--- src/rtl/cpu_control_unit_pkg.sv ---
// Shared CPU definitions: opcodes, controller states, RF write-source codes.
// Used by the controller, the assembler and the bench.
package cpu_pkg;
  localparam int CPU_INSTR_W = 16;
  localparam int CPU_ADDR_W  = 8;

  localparam logic [4:0] OP_ADD = 5'b00000;
  localparam logic [4:0] OP_SUB = 5'b00001;
  localparam logic [4:0] OP_LHI = 5'b00010;
  localparam logic [4:0] OP_LLI = 5'b00011;
  localparam logic [4:0] OP_LD  = 5'b00100;
  localparam logic [4:0] OP_ST  = 5'b00101;
  localparam logic [4:0] OP_CMP = 5'b00110;
  localparam logic [4:0] OP_JMP = 5'b01000;
  localparam logic [4:0] OP_BZ  = 5'b01001;
  localparam logic [4:0] OP_BN  = 5'b01010;
  localparam logic [4:0] OP_JAL = 5'b01011;
  localparam logic [4:0] OP_OUT = 5'b01100;
  localparam logic [4:0] OP_HLT = 5'b11111;

  localparam logic [1:0] RF_ALU = 2'b00;
  localparam logic [1:0] RF_MEM = 2'b01;
  localparam logic [1:0] RF_PC  = 2'b10;

  typedef enum logic [2:0] {
    S_IDLE, S_FETCH, S_DECODE, S_EXEC, S_MEM, S_WB, S_HALT
  } state_t;

  typedef struct packed {
    logic is_alu;   // ADD, SUB, CMP: flag-producing ALU ops
    logic is_cmp;
    logic is_imm;
    logic is_ld;
    logic is_st;
    logic is_jmp;
    logic is_br;
    logic is_jal;
    logic is_out;
    logic is_hlt;
    logic is_ill;
  } dec_t;
endpackage

--- src/rtl/cpu_control_unit_if.sv ---
// Controller <-> Datapath bundle: instruction/flags in, control strobes and status out.
interface cpu_control_unit_if;
  logic [cpu_pkg::CPU_INSTR_W-1:0] instr;
  logic                            N, Z, V, C;
  logic                            mem_wen, mem_ren;
  logic [cpu_pkg::CPU_ADDR_W-1:0]  mem_addr;
  logic                            rf_en;
  logic [2:0]                      rf_addr;
  logic [1:0]                      rf_op;
  logic [2:0]                      rf_readA, rf_readB;
  logic                            add0_sub1, LHI, LLI, ext_imm;
  logic [cpu_pkg::CPU_INSTR_W-1:0] ext_immB;
  logic                            pc_en, pc_inc0_jum1;
  logic [cpu_pkg::CPU_INSTR_W-1:0] pc_ext;
  logic                            ctro_outR, halted, illegal;
  logic [3:0]                      flags_q;

  modport master (
    input  instr, N, Z, V, C,
    output mem_wen, mem_ren, mem_addr, rf_en, rf_addr, rf_op, rf_readA, rf_readB,
           add0_sub1, LHI, LLI, ext_imm, ext_immB, pc_en, pc_inc0_jum1, pc_ext,
           ctro_outR, halted, illegal, flags_q
  );
  modport slave (
    output instr, N, Z, V, C,
    input  mem_wen, mem_ren, mem_addr, rf_en, rf_addr, rf_op, rf_readA, rf_readB,
           add0_sub1, LHI, LLI, ext_imm, ext_immB, pc_en, pc_inc0_jum1, pc_ext,
           ctro_outR, halted, illegal, flags_q
  );
endinterface

--- src/rtl/cpu_control_unit_decode.sv ---
// Opcode -> instruction class flags; anything not listed is illegal.
module cpu_decode
  import cpu_pkg::*;
(
  input  logic [4:0] opcode,
  output dec_t       dec
);
  always_comb begin
    dec = '0;
    case (opcode)
      OP_ADD, OP_SUB: dec.is_alu = 1'b1;
      OP_CMP:         begin dec.is_alu = 1'b1; dec.is_cmp = 1'b1; end
      OP_LHI, OP_LLI: dec.is_imm = 1'b1;
      OP_LD:          dec.is_ld  = 1'b1;
      OP_ST:          dec.is_st  = 1'b1;
      OP_JMP:         dec.is_jmp = 1'b1;
      OP_BZ, OP_BN:   dec.is_br  = 1'b1;
      OP_JAL:         dec.is_jal = 1'b1;
      OP_OUT:         dec.is_out = 1'b1;
      OP_HLT:         dec.is_hlt = 1'b1;
      default:        dec.is_ill = 1'b1;
    endcase
  end
endmodule

--- src/rtl/cpu_control_unit.sv ---
// Multi-cycle fetch/decode/execute sequencer for the 16-bit datapath.
// Owns IR, latched ALU flags and the sticky illegal bit; all strobes decode from (state, IR).
module cpu_control_unit
  import cpu_pkg::*;
#(
  parameter int INSTR_W  = 16,
  parameter int ADDR_W   = 8,
  parameter bit HALT_ILL = 1'b1
) (
  input  logic               clk,
  input  logic               rst,
  input  logic               start,
  cpu_control_unit_if.master bus
);
  state_t             state, state_nx;
  logic [INSTR_W-1:0] ir;
  logic [3:0]         flags;
  logic               illegal;
  logic [4:0]         opcode;
  dec_t               dec;

  assign opcode = ir[INSTR_W-1 -: 5];

  cpu_decode u_decode (.opcode(opcode), .dec(dec));

  always_ff @(posedge clk) begin
    if (rst) begin
      state   <= S_IDLE;
      ir      <= '0;
      flags   <= '0;
      illegal <= 1'b0;
    end else begin
      state <= state_nx;
      if (state == S_FETCH) ir <= bus.instr;
      // Branches only ever see flags captured here, never the live ALU flags
      if (state == S_EXEC && dec.is_alu) flags <= {bus.N, bus.Z, bus.V, bus.C};
      if (state == S_DECODE && dec.is_ill) illegal <= 1'b1;
    end
  end

  // Fields taken straight from IR; ST and OUT name their source register in IR[10:8]
  assign bus.mem_addr = ir[ADDR_W-1:0];
  assign bus.rf_addr  = ir[10:8];
  assign bus.rf_readA = dec.is_out ? ir[10:8] : ir[7:5];
  assign bus.rf_readB = dec.is_st  ? ir[10:8] : ir[4:2];
  assign bus.ext_immB = {{(INSTR_W-8){1'b0}}, ir[7:0]};
  assign bus.pc_ext   = {{(INSTR_W-8){1'b0}}, ir[7:0]};
  assign bus.halted   = (state == S_HALT);
  assign bus.illegal  = illegal;
  assign bus.flags_q  = flags;

  always_comb begin
    state_nx         = state;
    bus.mem_wen      = 1'b0;
    bus.mem_ren      = 1'b0;
    bus.rf_en        = 1'b0;
    bus.rf_op        = RF_ALU;
    bus.add0_sub1    = 1'b0;
    bus.LHI          = 1'b0;
    bus.LLI          = 1'b0;
    bus.ext_imm      = 1'b0;
    bus.pc_en        = 1'b0;
    bus.pc_inc0_jum1 = 1'b0;
    bus.ctro_outR    = 1'b0;
    case (state)
      S_IDLE:  if (start) state_nx = S_FETCH;
      S_FETCH: begin
        bus.pc_en = 1'b1;
        state_nx  = S_DECODE;
      end
      S_DECODE: begin
        if (dec.is_ld || dec.is_st) state_nx = S_MEM;
        else if (dec.is_hlt)        state_nx = S_HALT;
        else if (dec.is_ill)        state_nx = HALT_ILL ? S_HALT : S_FETCH;
        else                        state_nx = S_EXEC;
      end
      S_EXEC: begin
        state_nx = S_FETCH;
        if (dec.is_alu) begin
          bus.rf_en     = !dec.is_cmp;
          bus.add0_sub1 = opcode[0] | dec.is_cmp;
        end
        if (dec.is_imm) begin
          bus.rf_en   = 1'b1;
          bus.ext_imm = 1'b1;
          bus.LHI     = (opcode == OP_LHI);
          bus.LLI     = (opcode == OP_LLI);
        end
        if (dec.is_jmp ||
            (dec.is_br && ((opcode == OP_BZ && flags[2]) || (opcode == OP_BN && flags[3])))) begin
          bus.pc_en        = 1'b1;
          bus.pc_inc0_jum1 = 1'b1;
        end
        // JAL links the already-incremented PC while the jump lands on the same edge
        if (dec.is_jal) begin
          bus.rf_en        = 1'b1;
          bus.rf_op        = RF_PC;
          bus.pc_en        = 1'b1;
          bus.pc_inc0_jum1 = 1'b1;
        end
        if (dec.is_out) bus.ctro_outR = 1'b1;
      end
      S_MEM: begin
        bus.mem_ren = 1'b1;
        if (dec.is_st) begin
          bus.mem_wen = 1'b1;
          state_nx    = S_FETCH;
        end else begin
          state_nx = S_WB;
        end
      end
      S_WB: begin
        bus.mem_ren = 1'b1;
        bus.rf_en   = 1'b1;
        bus.rf_op   = RF_MEM;
        state_nx    = S_FETCH;
      end
      S_HALT:  state_nx = S_HALT;
      default: state_nx = S_IDLE;
    endcase
  end
endmodule
--- src/flat_wrapper.sv ---
// flat-port wrapper written by rule: the top's interface ports become plain ports
module cpu_control_unit_flat import cpu_pkg::*;
#(
  parameter int INSTR_W  = 16,
  parameter int ADDR_W   = 8,
  parameter bit HALT_ILL = 1'b1
)
  (clk, rst, start, bus_instr, bus_N, bus_Z, bus_V, bus_C, bus_mem_wen, bus_mem_ren, bus_mem_addr, bus_rf_en, bus_rf_addr, bus_rf_op, bus_rf_readA, bus_rf_readB, bus_add0_sub1, bus_LHI, bus_LLI, bus_ext_imm, bus_ext_immB, bus_pc_en, bus_pc_inc0_jum1, bus_pc_ext, bus_ctro_outR, bus_halted, bus_illegal, bus_flags_q);
  cpu_control_unit_if bus_i ();
  input  logic clk;
  input  logic rst;
  input  logic start;
  input wire logic [$bits(bus_i.instr)-1:0] bus_instr;
  input wire logic [$bits(bus_i.N)-1:0] bus_N;
  input wire logic [$bits(bus_i.Z)-1:0] bus_Z;
  input wire logic [$bits(bus_i.V)-1:0] bus_V;
  input wire logic [$bits(bus_i.C)-1:0] bus_C;
  output wire logic [$bits(bus_i.mem_wen)-1:0] bus_mem_wen;
  output wire logic [$bits(bus_i.mem_ren)-1:0] bus_mem_ren;
  output wire logic [$bits(bus_i.mem_addr)-1:0] bus_mem_addr;
  output wire logic [$bits(bus_i.rf_en)-1:0] bus_rf_en;
  output wire logic [$bits(bus_i.rf_addr)-1:0] bus_rf_addr;
  output wire logic [$bits(bus_i.rf_op)-1:0] bus_rf_op;
  output wire logic [$bits(bus_i.rf_readA)-1:0] bus_rf_readA;
  output wire logic [$bits(bus_i.rf_readB)-1:0] bus_rf_readB;
  output wire logic [$bits(bus_i.add0_sub1)-1:0] bus_add0_sub1;
  output wire logic [$bits(bus_i.LHI)-1:0] bus_LHI;
  output wire logic [$bits(bus_i.LLI)-1:0] bus_LLI;
  output wire logic [$bits(bus_i.ext_imm)-1:0] bus_ext_imm;
  output wire logic [$bits(bus_i.ext_immB)-1:0] bus_ext_immB;
  output wire logic [$bits(bus_i.pc_en)-1:0] bus_pc_en;
  output wire logic [$bits(bus_i.pc_inc0_jum1)-1:0] bus_pc_inc0_jum1;
  output wire logic [$bits(bus_i.pc_ext)-1:0] bus_pc_ext;
  output wire logic [$bits(bus_i.ctro_outR)-1:0] bus_ctro_outR;
  output wire logic [$bits(bus_i.halted)-1:0] bus_halted;
  output wire logic [$bits(bus_i.illegal)-1:0] bus_illegal;
  output wire logic [$bits(bus_i.flags_q)-1:0] bus_flags_q;
  assign bus_i.instr = bus_instr;
  assign bus_i.N = bus_N;
  assign bus_i.Z = bus_Z;
  assign bus_i.V = bus_V;
  assign bus_i.C = bus_C;
  assign bus_mem_wen = bus_i.mem_wen;
  assign bus_mem_ren = bus_i.mem_ren;
  assign bus_mem_addr = bus_i.mem_addr;
  assign bus_rf_en = bus_i.rf_en;
  assign bus_rf_addr = bus_i.rf_addr;
  assign bus_rf_op = bus_i.rf_op;
  assign bus_rf_readA = bus_i.rf_readA;
  assign bus_rf_readB = bus_i.rf_readB;
  assign bus_add0_sub1 = bus_i.add0_sub1;
  assign bus_LHI = bus_i.LHI;
  assign bus_LLI = bus_i.LLI;
  assign bus_ext_imm = bus_i.ext_imm;
  assign bus_ext_immB = bus_i.ext_immB;
  assign bus_pc_en = bus_i.pc_en;
  assign bus_pc_inc0_jum1 = bus_i.pc_inc0_jum1;
  assign bus_pc_ext = bus_i.pc_ext;
  assign bus_ctro_outR = bus_i.ctro_outR;
  assign bus_halted = bus_i.halted;
  assign bus_illegal = bus_i.illegal;
  assign bus_flags_q = bus_i.flags_q;
  cpu_control_unit #(.INSTR_W(INSTR_W), .ADDR_W(ADDR_W), .HALT_ILL(HALT_ILL)) u_core (.clk(clk), .rst(rst), .start(start), .bus(bus_i));
endmodule
--- config.mk ---
export PLATFORM = sky130hd
export DESIGN_NAME = cpu_control_unit_flat
export DESIGN_NICKNAME = d
export VERILOG_FILES = /design/src/rtl/cpu_control_unit_pkg.sv /design/src/rtl/cpu_control_unit_if.sv /design/src/rtl/cpu_control_unit_decode.sv /design/src/rtl/cpu_control_unit.sv /design/src/flat_wrapper.sv
export SDC_FILE = /design/constraint.sdc
export NUM_CORES = 1
export LEC_CHECK = 0
export CAP_MARGIN = 10
export CORE_ASPECT_RATIO = 1.25
export CORE_MARGIN = 1.5
export CORE_UTILIZATION = 39
export DETAILED_ROUTE_END_ITERATION = 10
export PLACE_DENSITY_LB_ADDON = 0.25
export SYNTH_ARGS = -nofsm -noshare
export SYNTH_HDL_FRONTEND = slang
export SYNTH_SLANG_ARGS = --single-unit
--- constraint.sdc ---
create_clock -name clk -period 1.72 [get_ports clk]
set_input_delay 0.172 -clock clk [delete_from_list [all_inputs] [get_ports clk]]
set_output_delay 0.172 -clock clk [all_outputs]
set_load 0.01 [all_outputs]
==> results of run 1 <==
==> registers in the layout, summed over array words and instances, names as in the netlist <==
register / count
u_core.bus.illegal: 1
u_core.ir: 16
u_core.state: 3
u_core.bus.flags_q: 4
==> layout by cell type, fill, tap and decap left out, types with 2 or more instances in the layout <==
cell type,instances
a211oi_1,2
a21oi_1,19
buf_2,7
buf_4,25
buf_6,16
clkbuf_2,2
clkbuf_8,3
clkdlybuf4s50_1,55
conb_1,16
dfxtp_1,17
dfxtp_2,3
dfxtp_4,4
dlygate4sd2_1,2
inv_1,3
mux2_2,2
mux2_4,4
mux2i_1,4
nand2_1,36
nand2b_1,11
nand2b_4,2
nor2_1,3
nor2_2,2
nor4_4,2
o21ai_0,3
or4_4,2
==> how the worst min path moves through the flow <==
stage | from | endpoint | slack [ns] | cells after the start
after detailed placement | u_core.bus.flags_q[1] | u_core.bus.flags_q[1] | 0.46 | 2
after CTS | bus_instr[12] | u_core.ir[12] | 0.43 | 3
final | bus_instr[12] | u_core.ir[12] | 0.43 | 3
after global routing | bus_instr[12] | u_core.ir[12] | 0.44 | 3
after global placement | u_core.bus.flags_q[1] | u_core.bus.flags_q[1] | 0.46 | 2
after floorplan | bus_instr[10] | u_core.ir[10] | 0.31 | 2
==> worst register-to-register path, stage by stage (launching register included) <==
cell	delay, ns
dfxtp_4	0.39
buf_4	0.17
or2_1	0.26
a2111oi_4	0.34
buf_4	0.19
mux2i_1	0.18
==> power by group through the flow <==
stage | Sequential [uW] | Combinational [uW] | Clock (uW)
after detailed placement | 643 | 471 | 0
after floorplan | 633 | 319 | 0
after global routing | 643 | 567 | 534
after global placement | 642 | 470 | 0
after CTS | 633 | 494 | 513
final | 637 | 525 | 501
==> cell usage after synthesis, types with 3 or more instances <==
master / count / area [um^2]
buf_4: 43 / 323
nand2_1: 36 / 135
dfxtp_1: 24 / 480
a21oi_1: 19 / 95.1
nand2b_1: 13 / 81.3
buf_2: 7 / 35.0
mux2_2: 6 / 67.6
nor2_1: 5 / 18.8
mux2i_1: 4 / 40.0
inv_1: 3 / 11.3
o21ai_0: 3 / 15.0
==> per-stage QoR <==
| step | TNS (ns) | total power (uW) | utilization [%] |
|---|---|---|---|
| global route | -1.16 | 1740 | 62.9 |
| detailed placement | -1.92 | 1110 | 56.2 |
| global placement | -1.87 | 1110 | 56.2 |
| floorplan | 0 | 952 | - |
| CTS | -0.984 | 1640 | 60.9 |
| finish | -0.495 | 1660 | 62.9 |
==> per-layer routing <==
metal / part of all wire (%) / GRT usage (%) / routed length, um
met1: 41 / 22.6 / 1720
met2: 53 / 30.8 / 2270
met3: 5.6 / 3.09 / 238
met4: 0.54 / 5.31 / 23
met5: 0 / 0 / 0
==> kinds of logic after synthesis <==
logic type      count (synthesis)  synth area share [%]
simple gates                   76                  25.0
xor+xnor                        1                 0.542
mux                            10                  6.66
flops                          24                  29.7
other cells                     1                 0.232
compound gates                 31                  12.1
buf+inv                        59                  25.2
fa+ha+maj                       1                 0.619
==> repair_timing <==
| action | 4_1_cts | 5_1_grt |
|---|---|---|
| setup endpoints to repair | 18 | 16 |
| hold endpoints to repair | 0 | 0 |
| setup buffers | 6 | 4 |
| resized for setup | 86 | 31 |
| pin swaps | 1 | 4 |
==> layout make-up <==
class	count	share of cell area, %
well taps	56	2.76
multi-input cells	135	35.7
flip-flops and latches	24	19.7
clock buffers	3	1.63
repair buffers	107	38.7
inverters	3	0.444
clock inverters	1	1.18
==> impl_metrics.env, run 1 <==
export IMPL_status="finished with violations"
export IMPL_failed_checks="setup timing"
export IMPL_via_count=1539
export IMPL_grt_start_max_net_pins=18
export IMPL_antenna_cells=0
export IMPL_ir_drop_v=0.000541
export IMPL_reg2reg_slack_ns=0.13
export IMPL_holdWs_ns=0.434
export IMPL_synth_seq_area_share_pct=29.7
export IMPL_initial_core_util_pct=40.1
export IMPL_nFillCells=374
export IMPL_die_h_um=75.0
export IMPL_wire_per_inst_um=12.9
export IMPL_hold_class="in2reg"
export IMPL_cp_buffers_inverters=4
export IMPL_fin_crit_ns=1.89
export IMPL_end_kind="output pin"
export IMPL_antenna_found_initial=0
export IMPL_gp_congestion=0.803
export IMPL_syn_to_final_growth_pct=57.0
export IMPL_fin_area_mm2=0.00254
export IMPL_power_internal_uw=1190
export IMPL_r2r_start="u_core.ir[13]"
export IMPL_syn_area_mm2=0.00162
export IMPL_synth_edff_count=0
export IMPL_crit_family="buffers and inverters"
export IMPL_nets=297
export IMPL_avgSynthCellArea_um2=7.96
export IMPL_htreeDepth=1
export IMPL_first_pass_iters=5
export IMPL_p_seq_share_pct=38.3
export IMPL_cp_start_kind="register"
export IMPL_skew_ns=0.00395
export IMPL_yosysWarnings=0
export IMPL_core_mm2=0.00403
export IMPL_seq_area_um2=499
export IMPL_path_cells="buf_6 > nor4_4 > buf_4 > buf_6 > mux2_4 > buf_6"
export IMPL_synthArstFlopShare_pct=0
export IMPL_crit_fanout=4
export IMPL_hold_buffers=0
export IMPL_syn_inst=203
export IMPL_crit_cells=6
export IMPL_drive_gt1_share_pct=32.2
export IMPL_grt_first_pass_wirelength_um=6220
export IMPL_clockBufferDepth=2
export IMPL_cts_sinks=24
export IMPL_yosysUniqueCellTypes=39
export IMPL_finalSetupViolCount=6
export IMPL_cts_tree="done"
export IMPL_crit_arrival_ns=1.71
export IMPL_place_port_buffers=73
export IMPL_reg2reg_depth=5
export IMPL_p_leak_uw=0.00101
export IMPL_critPathKind="reg2out"
export IMPL_rsz0062_at_grt="true"
export IMPL_grt_pass1_vias=1315
export IMPL_cp_startpoint="u_core.ir[12]"
export IMPL_root_buffer="clkbuf_8"
export IMPL_hold_viol_final=0
export IMPL_switchingPower_uw=471
export IMPL_placedCellCount=316
export IMPL_ys_flop_type="dfxtp_1"
export IMPL_pwr_share_clk_pct=30.1
export IMPL_final_cells=329
export IMPL_die_w_um=60.6
export IMPL_p_sw_share_pct=28.3
export IMPL_hpwl_um=2830
export IMPL_finalCritPeriodShare_pct=110
export IMPL_insertion_delay_ns=0.27
export IMPL_clkTransAtPathRegs_ns=0.09
export IMPL_viasPerCell=4.68
export IMPL_worst_slack_ns=-0.166
export IMPL_multi_input_area_um2=905
export IMPL_grt_overflow_total=0
export IMPL_max_stage_delay_ns=0.36
export IMPL_r2r_end="u_core.bus.flags_q[0]"
export IMPL_fp_row_count=26
export IMPL_finalWirelength_um=4250
export IMPL_cts_buffers=3
export IMPL_power_frac_comb_pct=31.6
export IMPL_slowest_stage="dfxtp_4"
export IMPL_cp_common_cell="buf_6"
export IMPL_power_density_mw_per_mm2=655
export IMPL_ys_seq_elements=24
export IMPL_timing_critical_path_to="bus_rf_readA[2]"
export IMPL_placed_area_mm2=0.00227
export IMPL_dr_first_iter_drc_count=60
export IMPL_max_freq_mhz=530
export IMPL_ant_nets=0
export IMPL_final_max_slew_viol_count=0
export IMPL_die_area_mm2=0.00454
export IMPL_grtUsageTotal_pct=17.9
export IMPL_crit_required_ns=1.55
export IMPL_drc=0
export IMPL_ios=90
export IMPL_dp_slack_ns=-0.201
export IMPL_maxCapViolations=0
No activity file was read; power rests on OpenSTA's default activity.
==> inputs of run 2 (changes only) <==
Settings changed: CORE_MARGIN 1.5 to unset.
==> run 2 against run 1 <==
  * Largest power group unchanged
  * Clock power increased by 0.8%
  * The run still ends with setup timing left
  * Hold slack worse by 0.0094 ns
  * Non-clock buffer count fell by 3
  * First-iteration DRC count decreased by 43%
  * Largest cell class unchanged
==> impl_metrics.env, run 2 (same netlist as run 1, synthesis figures left out) <==
export IMPL_final_setup_tns_ns=-0.252
export IMPL_clkTransAtPathRegs_ns=0.09
export IMPL_reg2reg_depth=5
export IMPL_power_frac_comb_pct=31.4
export IMPL_htreeDepth=1
export IMPL_r2r_start="u_core.ir[11]"
export IMPL_reg2reg_slack_ns=0.09
export IMPL_drive_gt1_share_pct=30.4
export IMPL_die_w_um=59.6
export IMPL_nFillCells=358
export IMPL_maxCapViolations=0
export IMPL_first_pass_iters=4
export IMPL_slowest_stage="dfxtp_2"
export IMPL_initial_core_util_pct=41.7
export IMPL_cts_tree="done"
export IMPL_critPathKind="reg2out"
export IMPL_max_stage_delay_ns=0.36
export IMPL_place_port_buffers=73
export IMPL_grt_overflow_total=0
export IMPL_hold_depth=3
export IMPL_crit_family="buffers and inverters"
export IMPL_rsz0062_at_grt="true"
export IMPL_wire_per_inst_um=12.7
export IMPL_hold_end="u_core.ir[12]"
export IMPL_cp_start_kind="register"
export IMPL_ant_nets=0
export IMPL_ios=90
export IMPL_fin_crit_ns=1.78
export IMPL_drc=0
export IMPL_p_sw_share_pct=28.4
export IMPL_grt_pass1_vias=1329
export IMPL_hpwl_um=2870
export IMPL_antenna_found_initial=0
export IMPL_hold_class="in2reg"
export IMPL_root_buffer="clkbuf_8"
export IMPL_dr_first_iter_drc_count=34
export IMPL_viasPerCell=4.62
export IMPL_insertion_delay_ns=0.27
export IMPL_crit_fanout=4
export IMPL_switchingPower_uw=472
export IMPL_ir_drop_v=0.000517
export IMPL_die_area_mm2=0.00441
export IMPL_finalSetupViolCount=6
export IMPL_hp_start="bus_instr[12]"
export IMPL_failed_checks="setup timing"
export IMPL_holdWs_ns=0.425
export IMPL_pwr_share_clk_pct=30.4
export IMPL_dp_slack_ns=-0.139
export IMPL_grtUsageTotal_pct=18.5
export IMPL_hold_buffers=0
export IMPL_antenna_cells=0
export IMPL_finalCritPeriodShare_pct=104
export IMPL_fp_row_count=25
export IMPL_die_h_um=74.0
export IMPL_utilization_pct=64.5
export IMPL_cts_buffers=3
export IMPL_p_leak_uw=0.00101
export IMPL_skew_ns=0.00557
export IMPL_status="finished with violations"
export IMPL_nets=294
export IMPL_r2r_end="u_core.bus.flags_q[3]"
export IMPL_crit_required_ns=1.55
export IMPL_syn_to_final_growth_pct=54.7
export IMPL_max_freq_mhz=561
export IMPL_end_kind="output pin"
export IMPL_cts_sinks=24
export IMPL_final_max_slew_viol_count=0
export IMPL_power_density_mw_per_mm2=663
export IMPL_final_common_cell="clkdlybuf4s50_1"
export IMPL_cp_buffers_inverters=4
export IMPL_final_cell_mix="54 x clkdlybuf4s50_1, 36 x nand2_1, 22 x buf_4"
export IMPL_path_cells="inv_2 > nor4_2 > buf_4 > buf_6 > mux2_4 > buf_6"
export IMPL_p_seq_share_pct=38.1
export IMPL_via_count=1496
export IMPL_largest_reg_flops=16
export IMPL_finalWirelength_um=4120
export IMPL_hold_viol_final=0
export IMPL_grt_first_pass_wirelength_um=6270
export IMPL_power_internal_uw=1190
export IMPL_crit_arrival_ns=1.61
export IMPL_grt_start_max_net_pins=18
export IMPL_worst_slack_ns=-0.0620
export IMPL_gp_congestion=0.796
export IMPL_regMostFlops="u_core.ir"
export IMPL_cp_common_cell="buf_6"
export IMPL_clockBufferDepth=2
export IMPL_core_mm2=0.00388
[run 2: per-stage QoR]
step                      cells  power, uW  cell area [um^2]
after floorplan             218        952              1670
after global placement      315       1110              2270
after detailed placement    315       1120              2270
after CTS                   324       1650              2480
after global routing        324       1740              2500
final                       324       1660              2500
[run 2: final cells by class]
| class | count | area [um^2] | area share [%] |
|---|---|---|---|
| tap | 54 | 67.6 | 2.70 |
| clock buffer | 3 | 41.3 | 1.65 |
| sequential | 24 | 493 | 19.7 |
| multi-input combinational | 135 | 897 | 35.9 |
| inverter | 3 | 11.3 | 0.450 |
| timing repair buffer | 104 | 961 | 38.4 |
| clock inverter | 1 | 30.0 | 1.20 |
[run 2: metal layers]
metal / share of wire (%) / vias to the layer above / global-route usage (%)
li1: - / 745 / -
met5: 0 / - / 0
met4: 0.70 / 0 / 3.88
met2: 53 / 46 / 33.5
met1: 42 / 703 / 23.0
met3: 4.4 / 2 / 2.96
[run 2: tightest hold or removal path, stage by stage]
cell	delay, ns
clkdlybuf4s50_1	0.39
nand2_1	0.05
a21oi_1	0.05
[run 2: power by group through the flow]
stage	combinational [uW]	clock [uW]	sequential [uW]
detailed placement	480	0	640
floorplan	319	0	633
global placement	475	0	638
finish	521	505	632
CTS	505	511	632
global route	563	537	639
[run 2: what timing repair did]
item	in CTS	in global routing
setup buffers	5	1
setup endpoints to repair	18	20
gates resized for setup	89	24
pin swaps	1	7
[run 2: how the worst max path moves through the flow]
stage,start,end,slack [ns],depth (start not counted)
6_report,u_core.ir[14],bus_rf_readA[0],-0.06,6
5_1_grt,u_core.ir[14],bus_rf_readA[0],-0.12,6
4_1_cts,u_core.ir[15],bus_rf_readA[0],-0.16,6
3_5_place_dp,u_core.ir[15],bus_pc_en,-0.14,4
3_3_place_gp,u_core.ir[15],bus_pc_en,-0.12,4
2_1_floorplan,u_core.state[2],bus_pc_en,0.15,5
